File: src/rtl/udp_tx_framer.sv
// udp_tx_framer
//   Takes one request at a time from the SDR packet sender and prepends the
//   8-byte UDP header (source port, destination port, length, zero checksum).
//   It then streams the sender's payload to the IP transmit layer at one
//   byte per cycle. Backpressure from the IP layer (ip_tx_ready) stalls the
//   sender through udp_tx_active. Oversize requests are granted and drained:
//   the sender's bytes are consumed and discarded without any IP request.
//
// Optional build macro: UDP_TX_STATS_EN
//   Defined   : packet_count (wrapping) and drop_count (saturating) are live.
//   Undefined : both outputs are tied to zero and no counter logic exists.
//
// Ports
//   tx_clock, reset      clock (rising edge), synchronous active-high reset
//   udp_tx_request       sender has a packet pending (held until it idles)
//   udp_tx_length        payload byte count L
//   udp_tx_data          current payload byte from the sender
//   port_ID, dest_port   source-port offset, UDP destination port
//   udp_tx_enable        one-cycle grant pulse to the sender
//   udp_tx_active        sender byte is consumed this cycle
//   ip_tx_request/length request to the IP layer, datagram length L+8
//   ip_tx_enable         grant from the IP layer
//   ip_tx_ready          IP layer accepts a byte this cycle
//   ip_tx_data/valid/last byte stream to the IP layer
//   busy                 framer is not idle
//   packet_count         datagrams sent
//   drop_count           oversize requests discarded
module udp_tx_framer #(
  parameter logic [15:0] MAX_PAYLOAD   = 16'd1472,
  parameter logic [15:0] SRC_PORT_BASE = 16'd1024
) (
  input  logic        tx_clock,
  input  logic        reset,
  input  logic        udp_tx_request,
  input  logic [15:0] udp_tx_length,
  input  logic [7:0]  udp_tx_data,
  input  logic [7:0]  port_ID,
  input  logic [15:0] dest_port,
  output logic        udp_tx_enable,
  output logic        udp_tx_active,
  output logic        ip_tx_request,
  output logic [15:0] ip_tx_length,
  input  logic        ip_tx_enable,
  input  logic        ip_tx_ready,
  output logic [7:0]  ip_tx_data,
  output logic        ip_tx_valid,
  output logic        ip_tx_last,
  output logic        busy,
  output logic [31:0] packet_count,
  output logic [15:0] drop_count
);

  localparam logic [2:0] ST_IDLE      = 3'd0;
  localparam logic [2:0] ST_IP_REQ    = 3'd1;
  localparam logic [2:0] ST_GRANT     = 3'd2;
  localparam logic [2:0] ST_HEADER    = 3'd3;
  localparam logic [2:0] ST_PAYLOAD   = 3'd4;
  localparam logic [2:0] ST_DRAIN_GNT = 3'd5;
  localparam logic [2:0] ST_DRAIN     = 3'd6;
  localparam logic [2:0] ST_DONE      = 3'd7;

  logic [2:0]  state_q, state_d;
  logic [15:0] len_q, len_d;
  logic [7:0]  pid_q, pid_d;
  logic [15:0] dport_q, dport_d;
  // Shared byte index: header byte number in HEADER, payload/drain count
  // in PAYLOAD and DRAIN. Always compared against the latched length.
  logic [15:0] cnt_q, cnt_d;

  logic [15:0] src_port;
  logic [15:0] dgram_len;
  logic [7:0]  hdr_byte;

  assign src_port  = SRC_PORT_BASE + {8'h00, pid_q};
  assign dgram_len = len_q + 16'd8;
  assign busy      = (state_q != ST_IDLE);

  always_comb begin
    hdr_byte = 8'h00;
    case (cnt_q[2:0])
      3'd0:    hdr_byte = src_port[15:8];
      3'd1:    hdr_byte = src_port[7:0];
      3'd2:    hdr_byte = dport_q[15:8];
      3'd3:    hdr_byte = dport_q[7:0];
      3'd4:    hdr_byte = dgram_len[15:8];
      3'd5:    hdr_byte = dgram_len[7:0];
      default: hdr_byte = 8'h00;  // checksum not computed
    endcase
  end

  always_comb begin
    state_d       = state_q;
    len_d         = len_q;
    pid_d         = pid_q;
    dport_d       = dport_q;
    cnt_d         = cnt_q;
    udp_tx_enable = 1'b0;
    udp_tx_active = 1'b0;
    ip_tx_request = 1'b0;
    ip_tx_length  = 16'h0000;
    ip_tx_data    = 8'h00;
    ip_tx_valid   = 1'b0;
    ip_tx_last    = 1'b0;

    case (state_q)
      ST_IDLE: begin
        if (udp_tx_request) begin
          len_d   = udp_tx_length;
          pid_d   = port_ID;
          dport_d = dest_port;
          cnt_d   = 16'd0;
          state_d = (udp_tx_length > MAX_PAYLOAD) ? ST_DRAIN_GNT : ST_IP_REQ;
        end
      end

      ST_IP_REQ: begin
        ip_tx_request = 1'b1;
        ip_tx_length  = dgram_len;
        // A sender that withdraws before being granted is simply forgotten.
        if (!udp_tx_request) begin
          state_d = ST_IDLE;
        end else if (ip_tx_enable) begin
          state_d = ST_GRANT;
        end
      end

      ST_GRANT: begin
        udp_tx_enable = 1'b1;
        ip_tx_length  = dgram_len;
        cnt_d         = 16'd0;
        state_d       = ST_HEADER;
      end

      ST_HEADER: begin
        ip_tx_valid  = 1'b1;
        ip_tx_data   = hdr_byte;
        ip_tx_length = dgram_len;
        ip_tx_last   = (cnt_q[2:0] == 3'd7) && (len_q == 16'd0);
        if (ip_tx_ready) begin
          if (cnt_q[2:0] == 3'd7) begin
            cnt_d   = 16'd0;
            state_d = (len_q == 16'd0) ? ST_DONE : ST_PAYLOAD;
          end else begin
            cnt_d = cnt_q + 16'd1;
          end
        end
      end

      ST_PAYLOAD: begin
        // len_q >= 1 here, so len_q - 1 cannot underflow.
        ip_tx_valid   = 1'b1;
        ip_tx_data    = udp_tx_data;
        ip_tx_length  = dgram_len;
        udp_tx_active = ip_tx_ready;
        ip_tx_last    = (cnt_q == len_q - 16'd1);
        if (ip_tx_ready) begin
          if (cnt_q == len_q - 16'd1) begin
            state_d = ST_DONE;
          end else begin
            cnt_d = cnt_q + 16'd1;
          end
        end
      end

      ST_DRAIN_GNT: begin
        udp_tx_enable = 1'b1;
        cnt_d         = 16'd0;
        state_d       = ST_DRAIN;
      end

      ST_DRAIN: begin
        // Consume one sender byte per cycle regardless of the IP layer.
        udp_tx_active = 1'b1;
        if (cnt_q == len_q - 16'd1) begin
          state_d = ST_DONE;
        end else begin
          cnt_d = cnt_q + 16'd1;
        end
      end

      ST_DONE: begin
        // Require the request to drop before re-arming so a request held
        // high is never serviced twice.
        if (!udp_tx_request) begin
          state_d = ST_IDLE;
        end
      end

      default: state_d = ST_IDLE;
    endcase
  end

  always_ff @(posedge tx_clock) begin
    if (reset) begin
      state_q <= ST_IDLE;
      len_q   <= 16'd0;
      pid_q   <= 8'd0;
      dport_q <= 16'd0;
      cnt_q   <= 16'd0;
    end else begin
      state_q <= state_d;
      len_q   <= len_d;
      pid_q   <= pid_d;
      dport_q <= dport_d;
      cnt_q   <= cnt_d;
    end
  end

`ifdef UDP_TX_STATS_EN
  logic        pkt_done;
  logic        pkt_drop;
  logic [31:0] pkt_cnt_q;
  logic [15:0] drop_cnt_q;

  assign pkt_done = ((state_q == ST_HEADER) || (state_q == ST_PAYLOAD)) &&
                    (state_d == ST_DONE);
  assign pkt_drop = (state_q == ST_DRAIN) && (state_d == ST_DONE);

  always_ff @(posedge tx_clock) begin
    if (reset) begin
      pkt_cnt_q  <= 32'd0;
      drop_cnt_q <= 16'd0;
    end else begin
      if (pkt_done) begin
        pkt_cnt_q <= pkt_cnt_q + 32'd1;
      end
      if (pkt_drop && (drop_cnt_q != 16'hFFFF)) begin
        drop_cnt_q <= drop_cnt_q + 16'd1;
      end
    end
  end

  assign packet_count = pkt_cnt_q;
  assign drop_count   = drop_cnt_q;
`else
  assign packet_count = 32'd0;
  assign drop_count   = 16'd0;
`endif

endmodule

File: config.mk
export PLATFORM = sky130hd
export DESIGN_NAME = udp_tx_framer
export DESIGN_NICKNAME = d
export VERILOG_FILES = /design/src/rtl/udp_tx_framer.sv
export SDC_FILE = /design/constraint.sdc
export NUM_CORES = 1
export LEC_CHECK = 0
export ABC_AREA = 1
export BUFFER_PORTS_ARGS = -buffer_cell sky130_fd_sc_hd__buf_2
export CAP_MARGIN = 20
export CORE_ASPECT_RATIO = 1.5
export CORE_UTILIZATION = 30
export CTS_CLUSTER_SIZE = 12
export DETAILED_ROUTE_END_ITERATION = 8
export MAX_ROUTING_LAYER = met4
export PLACE_DENSITY = 0.57
export SYNTH_ARGS = -nofsm -noshare
export SYNTH_HDL_FRONTEND = slang
export SYNTH_SLANG_ARGS = --single-unit
File: constraint.sdc
create_clock -name tx_clock -period 2.2 [get_ports tx_clock]
set_input_delay 0.55 -clock tx_clock [delete_from_list [all_inputs] [get_ports tx_clock]]
set_output_delay 0.55 -clock tx_clock [all_outputs]
set_load 0.02 [all_outputs]
* Word-level counts from Yosys, hierarchy flattened
Cells that the tools add are included.
** Storage, ports and cells
- Register bits :: 59
- Output and inout port bits :: 78
- Bits of input ports :: 53
** Operators by class
- $lt $le $gt $ge :: 1
- Add/subtract/negate cells :: 4
- Mux-type cells :: 25
- Reductions and logical operators :: 12
- Equal/unequal tests :: 20
** Operators by type and width (number)
- 16-bit 2-to-1 mux :: 6
- 16-bit one-hot mux with 5 select lines :: 1
- 8-bit one-hot mux with 6 select lines :: 1
- 3-bit 2-to-1 mux :: 9
- 3-bit one-hot mux with 8 select lines :: 1
- 3-bit equality test (second input constant) :: 7
- 16-bit by 1-bit adder with 16-bit output (second input constant) :: 1
- 16-bit by 4-bit adder with 16-bit output (second input constant) :: 1
- 16-bit equality test :: 1
- 16-bit by 11-bit > comparator with 1-bit output (second input constant) :: 1
- 16-bit logical NOT :: 1
- 8-bit one-hot mux with 2 select lines :: 1
- 16-bit by 1-bit subtractor with 16-bit output (second input constant) :: 1
- 11-bit by 8-bit adder with 12-bit output (first input constant) :: 1
- 3-bit by 2-bit equality test with 1-bit output (second input constant) :: 4
- 2-bit inequality test (second input constant) :: 5
- 3-bit by 1-bit equality test with 1-bit output (second input constant) :: 2
- 3-bit logical NOT :: 2
- 6-bit AND reduction :: 1
- 5-bit nonzero test :: 1
- 1-bit one-hot mux with 2 select lines :: 2
- 4-bit AND reduction :: 1
- 2-bit OR reduction :: 2
- 4-bit OR reduction :: 1
- 6 further kinds :: 8

* Depth between registers and ports, before layout
Gate-level depths: netlist of the first run.
- Word-level depth :: 5
- Gate-level depth with buffers :: 16
- Gate-level depth less buffers :: 16

* Worst setup path before layout of the first run
OpenSTA, ideal clock, no wires.
- Path kind :: reg-to-output
- From :: register len_q[4]
- To :: output port ip_tx_last
- Stages on the path, launching flop included :: 13
- Slack :: -216 ps
- Data required time :: 1650 ps
- Arrival time :: 1866 ps
- Cell sequence :: dfxtp_1 inv_1 ha_1 inv_1 nor2_1 nand2_2 nor2_2 nand2_1 xor2_1 nand2_1 nor2_1 nand3_1 o32ai_1
** Between the ends
- Cells in the longest elaborated chain, start to end :: 3
** RTL lines
- start: declaration :: line 63 : logic [15:0] len_q, len_d;
- start signal: assignment :: line 202 : len_q <= len_d;
- 16-bit by 1-bit subtractor with 16-bit output or 16-bit logical NOT (tied branches) :: line 155, 138
- 16-bit equality test or 1-bit logical AND (tied branches) :: line 155, 138
- 1-bit one-hot mux with 2 select lines * :: line 105 : case (state_q)
- end: declaration :: line 47 : output logic ip_tx_last,
Mark *: on every way between the ends. The rest lies on a longest branch, timed or not.

* Final worst setup path of the first run
- From :: register len_q[3]
- To :: output port ip_tx_last
Same word-level chain as after synthesis.

==> reports/qor.csv, run 1 <==
stage;metric;value;unit
power;peakVddDrop;0.526;mV
drt;viasPerCell;4.62;
cts;clock_latency;0.33;ns
drt;routedWlPerCell;14.2;um
flow_run;drv_cap;0;
logic_synthesis;synth_edf_count;0;
final_layout;final_nets;944;
grt;grt_pass1_vias;4827;
logic_synthesis;ys_ff_latch;59;
power;power.density;1250;nW/um^2
cts;clk_pin_slew;0.05;ns
die;dieWidth;102;um
timing;rsz0062_at_grt;true;
logic_synthesis;netlist.area_leader.share;26.5;%
final_layout;ff_latch_area;1210;sq um
critical_path;startpoint_type;flip-flop;
final_layout;syn2layout_area_growth;54.7;%
drt;vias;5001;
critical_path;worstSetupEndpointType;output pin;
die;fp-row-count;54;
cts;h-tree-depth;3;
grt;grt_max_degree;70;
critical_path;cp_slowest_stage_delay;0.37;ns
drt;drcViolationCount;0;
critical_path;required;1.65;ns
drt;dr.pass1.iters;4;
final_layout;num-fill-cells;1473;
timing;final.setup_skew;0.00369;ns
final_layout;drive_gt1_share;40.6;%
place;hpwl;11500;um
logic_synthesis;syn_inst;702;
logic_synthesis;synth_flop_cell;dfxtp_1;
power;p_leak;3.12;nW
critical_path;worstPathCellList;inv_4 > ha_4 > inv_2 > nor2_4 > nand2_4 > o21ai_2 > nand2_1 > nor2_1 > nand3_1 > nor2_2 > nand3_2 > o32ai_4 > buf_6;
final_layout;multi_input_area;3270;sq um
timing;setup_viol;23;
timing;slew_viol_final;0;
die;initial_core_util;30.7;%
logic_synthesis;yosys.cell_types.count;42;
grt;grt_pass1_wl;23600;um
die;io_pins;131;
logic_synthesis;yosys-top-cells-area;dfxtp_1 26%, nand2_1 12%, buf_4 8.2%;
timing;worst_slack;-0.498;ns
final_layout;diodes;0;
timing;tns;-5.99;ns
logic_synthesis;avgSynthCellArea;6.36;sq um
critical_path;cp_max_fo;5;
timing;clock.fmax;0.371;GHz
place;gp_congestion;0.902;
drt;drt_iter0_markers;206;
cts;cts.sinks;59;
final_layout;design_area;6910;sq um
cts;cts_buffer_depth;2;
die;die_area;15400;sq um
grt;grtUsageTotal;20.8;%
place;numPortBuffers;82;
critical_path;critPathSlowestCell;dfxtp_4;
critical_path;path_class;flip-flop to output pin;
cts;cts_tree;done;
die;core_area;14500;sq um
grt;antenna_found_initial;0;
status;outcome;complete, but fails checks;
hold_path;min_path_type;flip-flop to flip-flop;
die;fp.dieH;151;um
cts;cts_made_buffers;9;
timing;period_share;123;%
timing;hold_viol;0;
drt;wl;15400;um
logic_synthesis;yosys_warnings;0;
place;place_area;5680;sq um
cts;cts_hold_buffers;0;
critical_path;crit_arrival;2.15;ns
drt;antenna_left;0;
cts;cts-root-buf;clkbuf_16;
grt;overflow;0;
timing;period_needed;2.70;ns
logic_synthesis;async_reset_ff_share;0;%
logic_synthesis;ys_seq_area_share;26.5;%
status;violations;setup timing;
logic_synthesis;netlist_area;4460;sq um
logic_synthesis;synth_area_leader_cell;dfxtp_1;
## area by class of cell
class / instances / area share, %
repair buffers: 195 / 21.7
well taps: 196 / 3.55
multi-input cells: 535 / 47.3
flip-flops and latches: 59 / 17.6
clock buffers: 11 / 3.66
clock inverters: 4 / 1.41
inverters: 82 / 4.78
## critical path, delay by kind of cell, from the launching register on
family                     cells  cell delay (ns)
DFF                            1             0.37
AOI/OAI and AO/OA              2             0.28
adders and majority gates      1             0.12
and+or+nand+nor                7             0.77
buffers and inverters          3             0.28
## path summary, 6_finish.rpt
path / slack [ns] / start / cells after the start / endpoint
worst max register to register: -0.02 / len_q[3] / 15 / cnt_q[14]
worst max-delay path: -0.50 / len_q[3] / 13 / ip_tx_last
worst min register to register: 0.46 / dport_q[14] / 2 / dport_q[14]
worst min-delay path: 0.46 / dport_q[14] / 2 / dport_q[14]
## flip-flops by register name, indices dropped and copies added, names as in the netlist
register / flops
cnt_q: 16
dport_q: 16
len_q: 16
pid_q: 8
state_q: 3
## cells in the mapped netlist (all sizes together), types with 6 or more instances
cell and n:
nand2 141, nor2 91, inv 81, a21oi 67
buf 59, dfxtp 59, nand3 51, o21ai 48
xor2 20, clkbuf 15, nor3 12, ha 9
nand4 9, o22ai 6
## through the flow
stage	total power [mW]	cells	hold slack [ns]	util, %	setup slack (ns)
final	8.60	1082	0.458	47.6	-0.498
after detailed placement	5.80	1050	0.447	39.1	-0.291
after floorplan	4.33	749	0.429	-	-0.0231
after global placement	5.78	1050	0.445	39.1	-0.247
after global routing	9.19	1082	0.472	47.6	-0.623
after CTS	8.24	1078	0.456	45.5	-0.503
## timing repair
item / CTS / global route
cloned: 3 / 1
pin swaps: 35 / 41
setup buffers: 13 / 4
endpoints found under the hold margin: 0 / 0
endpoints found under the setup margin: 37 / 44
gates resized for setup: 144 / 73
## logic make-up after synthesis
kind of cell | count (synthesis) | synth area share (%)
xor+xnor | 23 | 4.51
simple gates | 314 | 31.3
flops | 59 | 26.5
fa+ha+maj | 9 | 2.52
compound gates | 140 | 17.2
other cells | 1 | 0.0840
buf+inv | 156 | 17.9
## layer usage
layer	part of all wire [%]	up-vias	GRT usage, %
met3	3.2	42	2.26
met1	37	2263	20.6
met2	55	155	38.9
li1	-	2541	-
met5	0	-	-
met4	4.6	0	12.0
## report_power, final
group          switching [mW]  internal [mW]  leakage (nW)
logic                    3.11           2.18          2.46
registers               0.268           1.37         0.490
clock network           0.510           1.16         0.168
total                    3.89           4.71          3.12
## layout by cell type (no fill, tap or decap), types with 3 or more instances in the layout
cell,Yosys,routed
ha_1,9,4
xnor2_1,3,3
ha_4,0,4
dfxtp_2,0,4
dfxtp_1,59,48
conb_1,1,48
nor2_4,2,26
inv_4,0,5
nor2_1,81,51
nand3b_1,3,3
clkbuf_16,0,10
nand3_2,2,14
nor3_1,9,9
nand3_1,49,36
a21oi_1,67,54
o21ai_0,45,41
o221ai_2,0,4
nand2_2,2,18
nor2_2,8,14
nand4_1,8,8
inv_2,4,8
nand2_1,139,115
or2_2,4,4
o211ai_1,3,3
buf_2,7,59
inv_1,77,66
a22o_1,5,5
nand2_4,0,9
o22ai_1,6,4
xor2_1,20,17
o21ai_2,0,5
dfxtp_4,0,7
a21oi_2,0,12
buf_4,49,95
bufinv_16,0,3
buf_6,3,38
No activity file was read; power rests on OpenSTA's default activity.
==> inputs of run 2 (changes only) <==
--- a/config.mk
+++ b/config.mk
@@ -5,7 +5,6 @@
 export SDC_FILE = /design/constraint.sdc
 export NUM_CORES = 1
 export LEC_CHECK = 0
-export ABC_AREA = 1
 export BUFFER_PORTS_ARGS = -buffer_cell sky130_fd_sc_hd__buf_2
 export CAP_MARGIN = 20
 export CORE_ASPECT_RATIO = 1.5
==> run 2 against run 1 <==
  * Via count up 0.80%
  * The flow still finishes with violations (setup timing)
  * Largest cell class unchanged
  * Synthesized cell count is 14% lower
  * Non-clock buffer count is 23 higher
  * Setup slack got worse by 0.56 ns
  * Sequential power fell by 13%
  * Utilization grew 0.41 points
==> reports/qor.csv, run 2 <==
stage;metric;value;unit;change
timing;tns;-23.37;ns;-17.38 ns
power;peakVddDrop;0.686;mV;+31%
logic_synthesis;yosys_warnings;0;;unchanged
logic_synthesis;yosys-top-cells-area;dfxtp_1 27%, nand2_1 10%, buf_4 8.4%;;
timing;rsz0062_at_grt;true;;
die;core_area;14500;sq um;unchanged
critical_path;timing.rr.start;len_q[4];;
logic_synthesis;ys_ff_latch;59;;unchanged
cts;cts.sinks;59;;unchanged
final_layout;reg.largest.list;cnt_q (16), dport_q (16), len_q (16);;
logic_synthesis;netlist.area_leader.share;26.6;%;+0.12 points
critical_path;crit_arrival;2.71;ns;+0.56 ns
power;p_leak;2.97;nW;-4.6%
logic_synthesis;ys_seq_area_share;26.6;%;+0.12 points
final_layout;layout_common_cells;115 x nand2_1, 103 x buf_4, 62 x buf_2, 53 x a21oi_1, 49 x buf_6;;
timing;tightest_slew;0.696;ns;
cts;cts_made_buffers;9;;unchanged
timing;slew_viol_final;0;;unchanged
hold_path;holdPathEnd;pid_q[5];;
final_layout;syn2layout_area_growth;56.8;%;
power;power.density;1130;nW/um^2;-9.3%
timing;setup_viol;38;;+65%
final_layout;diodes;0;;unchanged
status;outcome;complete, but fails checks;;
critical_path;worstPathCellList;inv_4 > ha_4 > or4b_4 > or4_4 > a211o_1 > a31oi_4 > and3_4 > a22o_4 > buf_6;;
final_layout;multi_input_area;3400;sq um;+3.9%
cts;clk_pin_slew;0.06;ns;about the same
status;violations;setup timing;;
critical_path;rr_endpoint;cnt_q[9];;
logic_synthesis;netlist_area;4440;sq um;-0.45%
timing;clock.fmax;0.307;GHz;-17%
timing;relSlewSlack;53.2;%;
critical_path;ff2ff_path_depth;12;;-3
grt;grtUsageTotal;22.0;%;+1.2 points
critical_path;cp_slowest_stage_delay;0.45;ns;+0.08 ns
place;hpwl;11600;um;+0.76%
logic_synthesis;synth_edf_count;0;;unchanged
power;p_total;7.87;mW;-8.6%
drt;drcViolationCount;0;;unchanged
drt;dr.pass1.iters;6;;+2
timing;worst_slack;-1.06;ns;-0.562 ns
hold_path;min_path_type;primary input to flip-flop;;
die;initial_core_util;30.6;%;-0.14 points
logic_synthesis;post-synth-top-count-cell;nand2_1;;
place;gp_congestion;0.866;;-4.0%
cts;clock_latency;0.34;ns;about the same
cts;cts_hold_buffers;0;;unchanged
final_layout;final_nets;854;;-9.5%
drt;antenna_left;0;;unchanged
critical_path;worstSetupEndpointType;output pin;;
die;fp-row-count;54;;unchanged
logic_synthesis;syn_inst;606;;-14%
critical_path;startpoint_type;flip-flop;;
logic_synthesis;yosys.cell_types.count;67;;+60%
timing;period_needed;3.26;ns;+0.562 ns
grt;antenna_found_initial;0;;unchanged
final_layout;layout_commonest_cell;nand2_1;;
cts;h-tree-depth;3;;unchanged
logic_synthesis;avgSynthCellArea;7.33;sq um;+15%
logic_synthesis;synth_area_leader_cell;dfxtp_1;;
die;dieWidth;101;um;-0.22%
cts;cts_tree;done;;
grt;overflow;0;;unchanged
final_layout;drive_gt1_share;42.4;%;+1.8 points
drt;wl;16500;um;+7.4%
critical_path;path_class;flip-flop to output pin;;
timing;final.setup_skew;0.00724;ns;+0.00355 ns
drt;drt_iter0_markers;244;;+18%
critical_path;rrSetupSlack;-0.74;ns;-0.72 ns
critical_path;critPathSlowestCell;or4b_4;;
cts;cts_buffer_depth;2;;unchanged
hold_path;hp-start;port_ID[5];;
die;die_area;15300;sq um;-0.44%
final_layout;num-fill-cells;1385;;-6.0%
critical_path;cp_max_fo;2;;-3
critical_path;required;1.65;ns;about the same
grt;grt_max_degree;49;;-30%
grt;grt_pass1_vias;4869;;+0.87%
grt;grt_pass1_wl;24700;um;+4.6%
hold_path;whs_path_depth;3;;+1
cts;cts-root-buf;clkbuf_16;;
timing;period_share;148;%;+26 points
logic_synthesis;netlist_top_cells_count;120 x nand2_1, 62 x a21oi_1, 59 x dfxtp_1, 50 x buf_4, 36 x nor2_1;;
die;fp.dieH;151;um;-0.22%
drt;viasPerCell;5.08;;+9.8%
place;numPortBuffers;82;;unchanged
drt;routedWlPerCell;16.6;um;+17%
logic_synthesis;async_reset_ff_share;0;%;unchanged
logic_synthesis;synth_flop_cell;dfxtp_1;;
flow_run;drv_cap;0;;unchanged
final_layout;ff_latch_area;1200;sq um;-1.1%
timing;hold_viol;0;;unchanged
drt;vias;5041;;+0.80%
die;io_pins;131;;unchanged
## run 2: changes by cell type in the layout (fill, tap and decap cells not counted), moves of 14 or more
cell,before,now
nor2_1,51,20
nand3_1,36,14
inv_1,66,12
o21ai_0,41,4
nand2b_1,0,14
nand2_2,18,1
nor2_4,26,12
## run 2: how the worst max path moves through the flow
stage	from	endpoint	slack, ns	cells past startpoint
6_report	len_q[4]	ip_tx_last	-1.06	9
5_1_grt	len_q[4]	ip_tx_last	-1.10	9
4_1_cts	len_q[4]	ip_tx_last	-1.01	9
3_5_place_dp	len_q[4]	cnt_q[9]	-0.69	11
3_3_place_gp	len_q[4]	ip_tx_last	-0.69	9
2_1_floorplan	len_q[3]	ip_tx_last	-0.69	9
## run 2: worst max-delay path: cells and delay by family, from the launching register on
| kind | cells | cell delay, ns |
|---|---|---|
| simple gates | 3 | 1.11 |
| compound gates | 3 | 0.63 |
| flops | 1 | 0.34 |
| buf+inv | 2 | 0.16 |
| fa+ha+maj | 1 | 0.12 |
## run 2: cell families (layout without fill, tap and decap cells)
family	Yosys count	after routing	share of synthesized area, %
and+or+nand+nor	243	243	25.8
DFF	59	59	26.6
muxes	14	14	3.27
buffers and inverters	107	251	13.3
adders and majority gates	9	9	2.53
xor gates and xnor gates	26	26	5.12
AOI/OAI and AO/OA	147	147	23.2
other	1	48	0.0844
## run 2: layout make-up
| class | instances | share of cell area (%) |
|---|---|---|
| Clock buffer | 9 | 3.23 |
| Tap cell | 196 | 3.52 |
| Inverter | 17 | 0.988 |
| Sequential cell | 59 | 17.2 |
| Multi-Input combinational cell | 487 | 48.7 |
| Timing Repair Buffer | 218 | 24.5 |
| Clock inverter | 7 | 1.78 |
## run 2: through the flow
step | cells | area [sq um] | utilization (%) | hold WS, ns | setup WS, ns
6_report | 993 | 6970 | 48.0 | 0.442 | -1.06
4_1_cts | 994 | 6730 | 46.3 | 0.439 | -1.01
3_5_place_dp | 956 | 5750 | 39.6 | 0.447 | -0.695
3_3_place_gp | 956 | 5750 | 39.6 | 0.443 | -0.686
5_1_grt | 993 | 6970 | 48.0 | 0.436 | -1.10
2_1_floorplan | 653 | 4800 | - | 0.434 | -0.692
## run 2: timing repair
action                                  4_1_cts  5_1_grt
pin swaps                                    35       42
setup buffers                                25       12
gates resized for setup                     121       59
cloned                                        0        0
endpoints found under the setup margin       43       43
## run 2: metal layers
layer	share of wire, %	wire, um	up-vias	track usage (%)
met1	37	6090	2380	21.8
met4	7.3	1210	0	17.5
li1	-	-	2406	-
met3	3.7	606	53	3.00
met2	52	8600	202	38.5
met5	0	0	-	-
## run 2: power by group
group	switching, mW	internal (mW)
logic	2.67	2.09
clock network	0.565	1.11
registers	0.165	1.26
total	3.40	4.47
